===== config.mk =====
export PLATFORM = sky130hd
export DESIGN_NAME = alu_seq_ctrl
export DESIGN_NICKNAME = d
export VERILOG_FILES = /design/src/rtl/alu_defs.sv /design/src/rtl/alu.sv /design/src/rtl/alu_seq_ctrl.sv
export SDC_FILE = /design/constraint.sdc
export NUM_CORES = 1
export LEC_CHECK = 0
export ABC_AREA = 1
export CAP_MARGIN = 20
export CORE_ASPECT_RATIO = 1.1
export CORE_UTILIZATION = 45
export CTS_CLUSTER_DIAMETER = 50
export DETAILED_ROUTE_END_ITERATION = 10
export PLACE_DENSITY = 0.69
export SYNTH_ARGS = -nofsm -noshare
export SYNTH_HDL_FRONTEND = slang
export SYNTH_HIERARCHICAL = 1
export SYNTH_SLANG_ARGS = --single-unit

===== constraint.sdc =====
create_clock -name clk -period 4.34 [get_ports clk]
set_input_delay 0.868 -clock clk [delete_from_list [all_inputs] [get_ports clk]]
set_output_delay 0.868 -clock clk [all_outputs]
set_load 0.02 [all_outputs]

===== src/rtl/alu_defs.sv =====
// Shared opcode constants and controller state encoding.
// Pure definitions: no logic, no latency.
// Backpressure: not applicable.
package alu_defs;

    localparam int OP_W = 5;

    localparam logic [OP_W-1:0] A_NOP  = 5'd0;
    localparam logic [OP_W-1:0] A_ADD  = 5'd1;
    localparam logic [OP_W-1:0] A_SUB  = 5'd2;
    localparam logic [OP_W-1:0] A_AND  = 5'd3;
    localparam logic [OP_W-1:0] A_OR   = 5'd4;
    localparam logic [OP_W-1:0] A_XOR  = 5'd5;
    localparam logic [OP_W-1:0] A_NOR  = 5'd6;
    localparam logic [OP_W-1:0] OP_MAX = 5'd6;

    typedef enum logic [2:0] {
        S_IDLE = 3'd0,
        S_READ = 3'd1,
        S_EXEC = 3'd2,
        S_WB   = 3'd3,
        S_RESP = 3'd4
    } state_t;

endpackage


===== src/rtl/alu.sv =====
// Combinational ALU: result = op(a, b); unknown opcodes and NOP yield 0.
// Latency: zero cycles (purely combinational).
// Backpressure: none; ports i_op/i_a/i_b in, o_result out.
module alu
    import alu_defs::*;
#(
    parameter int DW = 32
) (
    input  logic [OP_W-1:0] i_op,
    input  logic [DW-1:0]   i_a,
    input  logic [DW-1:0]   i_b,
    output logic [DW-1:0]   o_result
);

    always_comb begin
        o_result = '0;
        case (i_op)
            A_ADD:   o_result = i_a + i_b;
            A_SUB:   o_result = i_a - i_b;
            A_AND:   o_result = i_a & i_b;
            A_OR:    o_result = i_a | i_b;
            A_XOR:   o_result = i_a ^ i_b;
            A_NOR:   o_result = ~(i_a | i_b);
            default: o_result = '0;
        endcase
    end

endmodule


===== src/rtl/alu_seq_ctrl.sv =====
// Command sequencer: read rs/rt, run the alu, write rd, return result+flags.
// Latency: response 4 cycles after accept (3 for NOP/illegal), one command in flight.
// Backpressure: rsp_* held until rsp_ready; cmd_ready low until the response is taken.
// Ports: cmd_* command in, rf_* regfile read/write, rsp_* response out, op_count.
module alu_seq_ctrl
    import alu_defs::*;
#(
    parameter int DW = 32,
    parameter int AW = 5,
    parameter int CW = 16
) (
    input  logic            clk,
    input  logic            rst_n,
    input  logic            cmd_valid,
    output logic            cmd_ready,
    input  logic [OP_W-1:0] cmd_op,
    input  logic [AW-1:0]   cmd_rs,
    input  logic [AW-1:0]   cmd_rt,
    input  logic [AW-1:0]   cmd_rd,
    output logic [AW-1:0]   rf_raddr1,
    output logic [AW-1:0]   rf_raddr2,
    input  logic [DW-1:0]   rf_rdata1,
    input  logic [DW-1:0]   rf_rdata2,
    output logic            rf_we,
    output logic [AW-1:0]   rf_waddr,
    output logic [DW-1:0]   rf_wdata,
    output logic            rsp_valid,
    input  logic            rsp_ready,
    output logic [DW-1:0]   rsp_data,
    output logic            rsp_zero,
    output logic            rsp_ovf,
    output logic            rsp_err,
    output logic [CW-1:0]   op_count
);

    state_t          r_state;
    logic [OP_W-1:0] r_op;
    logic [AW-1:0]   r_rs, r_rt, r_rd;
    logic [DW-1:0]   r_op_a, r_op_b;
    logic            r_we;
    logic            r_rsp_valid;
    logic [DW-1:0]   r_rsp_data;
    logic            r_zero, r_ovf, r_err;
    logic [CW-1:0]   r_count;

    logic [DW-1:0]   w_alu_res;
    logic            w_ovf;

    alu #(.DW(DW)) u_alu (
        .i_op     (r_op),
        .i_a      (r_op_a),
        .i_b      (r_op_b),
        .o_result (w_alu_res)
    );

    // Signed overflow from operand/result sign bits; only ADD/SUB can overflow.
    always_comb begin
        w_ovf = 1'b0;
        case (r_op)
            A_ADD: w_ovf = (r_op_a[DW-1] == r_op_b[DW-1]) && (w_alu_res[DW-1] != r_op_a[DW-1]);
            A_SUB: w_ovf = (r_op_a[DW-1] != r_op_b[DW-1]) && (w_alu_res[DW-1] != r_op_a[DW-1]);
            default: w_ovf = 1'b0;
        endcase
    end

    always_ff @(posedge clk) begin
        if (!rst_n) begin
            r_state     <= S_IDLE;
            r_op        <= '0;
            r_rs        <= '0;
            r_rt        <= '0;
            r_rd        <= '0;
            r_op_a      <= '0;
            r_op_b      <= '0;
            r_we        <= 1'b0;
            r_rsp_valid <= 1'b0;
            r_rsp_data  <= '0;
            r_zero      <= 1'b0;
            r_ovf       <= 1'b0;
            r_err       <= 1'b0;
            r_count     <= '0;
        end else begin
            r_we <= 1'b0;
            case (r_state)
                S_IDLE: begin
                    if (cmd_valid) begin
                        r_op    <= cmd_op;
                        r_rs    <= cmd_rs;
                        r_rt    <= cmd_rt;
                        r_rd    <= cmd_rd;
                        r_state <= S_READ;
                    end
                end
                S_READ: begin
                    // Sources are captured here, before WB, so rd==rs/rt sees the old value.
                    r_op_a  <= rf_rdata1;
                    r_op_b  <= rf_rdata2;
                    r_state <= S_EXEC;
                end
                S_EXEC: begin
                    if (r_op > OP_MAX) begin
                        r_rsp_data  <= '0;
                        r_zero      <= 1'b1;
                        r_ovf       <= 1'b0;
                        r_err       <= 1'b1;
                        r_rsp_valid <= 1'b1;
                        r_state     <= S_RESP;
                    end else begin
                        r_rsp_data <= w_alu_res;
                        r_zero     <= (w_alu_res == '0);
                        r_ovf      <= w_ovf;
                        r_err      <= 1'b0;
                        if (r_op == A_NOP) begin
                            r_rsp_valid <= 1'b1;
                            r_state     <= S_RESP;
                        end else begin
                            r_we    <= 1'b1;
                            r_state <= S_WB;
                        end
                    end
                end
                S_WB: begin
                    r_rsp_valid <= 1'b1;
                    r_state     <= S_RESP;
                end
                S_RESP: begin
                    if (rsp_ready) begin
                        r_rsp_valid <= 1'b0;
                        r_count     <= r_count + 1'b1;
                        r_state     <= S_IDLE;
                    end
                end
                default: r_state <= S_IDLE;
            endcase
        end
    end

    assign cmd_ready = (r_state == S_IDLE) && rst_n;
    assign rf_raddr1 = r_rs;
    assign rf_raddr2 = r_rt;
    assign rf_we     = r_we;
    // Write data/address come straight from the registered result and latched rd.
    assign rf_waddr  = r_rd;
    assign rf_wdata  = r_rsp_data;
    assign rsp_valid = r_rsp_valid;
    assign rsp_data  = r_rsp_data;
    assign rsp_zero  = r_zero;
    assign rsp_ovf   = r_ovf;
    assign rsp_err   = r_err;
    assign op_count  = r_count;

endmodule


==> results.ini <==
[routing]
top_layer=met5
routedWlPerCell_microns=16.5
drt_iter0_markers=786
route.met3.wl_mm=2.89
detail-route-antenna-nets=0
finalWirelength_mm=35.9
vias=11500
vias_per_cell=5.25
dr.pass1.iters=5
dr_wl_met2_mm=15.9
drc_errors=0
wl_met1_mm=15.9

[grt]
grt_pass1_wl_mm=56.2
antenna_found_initial=1
globalRouteTotalUtil_pct=29.5
grt_max_degree=97
grt_pass1_vias=10600
grt_overflow=0

[yosys]
synth.top_cells.by_count=nand2_1 (439), nor2_1 (271), inv_1 (227)
synthAdderAreaFrac_pct=11.3
synthMuxAreaShare_pct=0
synth-seq-cells=140
synth_top_area_share_pct=25.8
syn_nets=1914
synth-main-ff-cell=dfxtp_1
synth-simple-area-share_pct=32.9
synth.most_common_cell=nand2_1
ys_seq_area_share_pct=25.8
yosysTopAreaCell=dfxtp_1
synth_warnings=6
syn_area_per_cell_sq_um=6.30
synthCells=1728
yosysUniqueCellTypes=52
syn_area_sq_um=10900
synth-edff-count=0
synth_xor_area_share_pct=2.42
ys_async_sr_fraction_pct=0
synth_top_family_by_area=simple AND/OR/NAND/NOR gates
synth_compound_area_share_pct=14.5
synth_area_leaders=dfxtp_1 (26%), nand2_1 (15%), ha_1 (11%)

[placement]
io_buffers=188
place.gp.congestion=0.987
placed_cells=2150
dpl.hpwl_mm=28.1
dpl_cell_area_sq_um=12800

[pwr]
power_density_nw_per_um2=715
p_total_w=0.00957
p_leak_nw=6.17
p_sw_w=0.00507
ir_worst_vdd_mv=0.350
power_frac_comb_pct=63.0
clkPwrFrac_pct=16.4
p_int_w=0.00450
seqPwrFrac_pct=20.6
swShare_pct=53.0

[critical_path]
cp_slowest_stage_delay_ns=0.41
worstPathBufferInverterCount=4
critPathLaunch=r_op[3]
rrSetupSlack_ns=0.40
cp_top_family=simple AND/OR/NAND/NOR gates
r2r-end=rsp_zero
crit_type=reg2reg
worstReg2RegStart=r_op[3]
arrival_ns=4.32
slowest_stage=dfxtp_1
crit_top_cell=nand2_1
end_kind=register
cp-start-kind=register
cp_data_required_time_ns=4.71
worstPathMaxFanout=23
cp-endpoint=rsp_zero
cp.depth=27
reg2reg_depth=27

[finish]
utilization_pct=56.5
drive_gt1_share_pct=5.22
fillers=2387
fin_area_sq_um=13400
antennaDiodeCount=0
seq_area_sq_um=2800
multiInputGateArea_sq_um=6670
fin_cells=2183
syn_to_final_growth_pct=23.1
final_nets=2051

[floorplanning]
fp.dieH_microns=165
initial_core_util_pct=45.9
die_w_microns=150
io_pins=189
core-area_sq_um=23700
dieArea_sq_um=24800
rows=59

[timing]
finalCritPeriodShare_pct=90.9
grt_setup_unrepaired=no
min_period_ns=3.94
finClkSkew_ns=0.00964
slew_headroom_pct=26.4
setup_violations=0
worst_slew_pin_slew_ns=1.10
clock.fmax_ghz=0.254
drv_slew=0
fin_setup_tns_ns=0
timing.final.hold_violations=0

[clocking]
post_cts_buffers=0
cts_made_buffers=17
clk_pin_slew_ns=0.07
clk_latency_ns=0.44
cts_resized=0
htreeDepth=4
cts_tree=built
cts_sinks=140
cts_root_buffer=clkbuf_16
postCtsHoldBufs=0
clock_tree.buffer_depth=2

[min_path]
hp-class=reg2reg
hold_depth=2

[outcome]
outcome=finished clean

[run]
maxCapViolations=0

[how the worst min path moves through the flow]
stage / from / slack [ns] / endpoint
finish: rf_raddr2[3] / 0.45 / rf_raddr2[3]
global route: rf_waddr[1] / 0.46 / rf_waddr[1]
floorplan: r_op[4] / 0.47 / r_op[4]
detailed placement: rf_raddr1[2] / 0.44 / rf_raddr1[2]
global placement: rf_raddr1[4] / 0.43 / rf_raddr1[4]
CTS: rf_raddr1[2] / 0.45 / rf_raddr1[2]
[tightest hold or removal path: cells and delay by family (launching register included)]
| family | cells | cell delay (ns) |
|---|---|---|
| AO/OA/AOI/OAI | 1 | 0.05 |
| buffers and inverters | 1 | 0.05 |
| flip-flops | 1 | 0.31 |
[power groups by stage]
| stage | clock network [W] | registers, W | logic, W |
|---|---|---|---|
| floorplan | 0 | 0.00194 | 0.00407 |
| global placement | 0 | 0.00198 | 0.00582 |
| detailed placement | 0 | 0.00199 | 0.00588 |
| CTS | 0.00159 | 0.00197 | 0.00591 |
| global route | 0.00164 | 0.00202 | 0.00669 |
| finish | 0.00157 | 0.00198 | 0.00603 |
[cells by family (layout without fill, tap and decap cells)]
group,count (synthesis),in the layout
DFF,140,140
AOI/OAI and AO/OA,280,280
xor gates and xnor gates,30,30
adders and majority gates,98,98
buffers and inverters,322,472
and+or+nand+nor,858,858
[layout make-up]
type	instances	area share (%)
clock buffer	18	3.20
tap	305	2.85
multi-input combinational	1266	49.8
inverter	234	6.56
clock inverter	14	1.33
timing repair buffer	206	15.3
sequential	140	20.9
[placed cells by master, fill, tap and decap left out, types with 3 or more instances in the layout]
cell and n:
o211ai_1 4, o21bai_1 3, clkbuf_16 17, nor2_4 4
or2_2 5, ha_1 97, nand4_1 12, buf_4 15
nand3b_1 8, a21oi_1 89, nand2_2 9, inv_6 5
nor2_2 7, o21ai_0 121, nand2_1 438, inv_2 7
xor2_1 27, clkdlybuf4s50_1 187, inv_1 227, inv_8 4
o21ai_2 3, nor2_1 271, nor3_1 12, a221oi_1 24
o21ai_1 18, a21boi_0 3, dfxtp_1 140, nand3_1 76
[flip-flops by register name, indices dropped and copies added (netlist names)]
register and flops:
rf_we 1, r_op 5, rsp_ovf 1, rf_wdata 32
r_op_b 32, rsp_err 1, r_op_a 32, rf_raddr1 5
rsp_valid 1, rf_raddr2 5, rf_waddr 5, rsp_zero 1
op_count 16, r_state 3
[per-stage QoR]
step	worst slack (ns)	hold WS (ns)
global route	0.0359	0.464
finish	0.396	0.450
floorplan	1.30	0.469
detailed placement	0.300	0.439
global placement	0.277	0.431
CTS	0.282	0.450
[routing by layer]
metal	vias to the layer above	GRT usage, %
li1	5734	-
met2	446	46.9
met1	5210	38.7
met3	69	6.24
met4	2	12.0
met5	-	0
(Power assumes the default switching activity.)
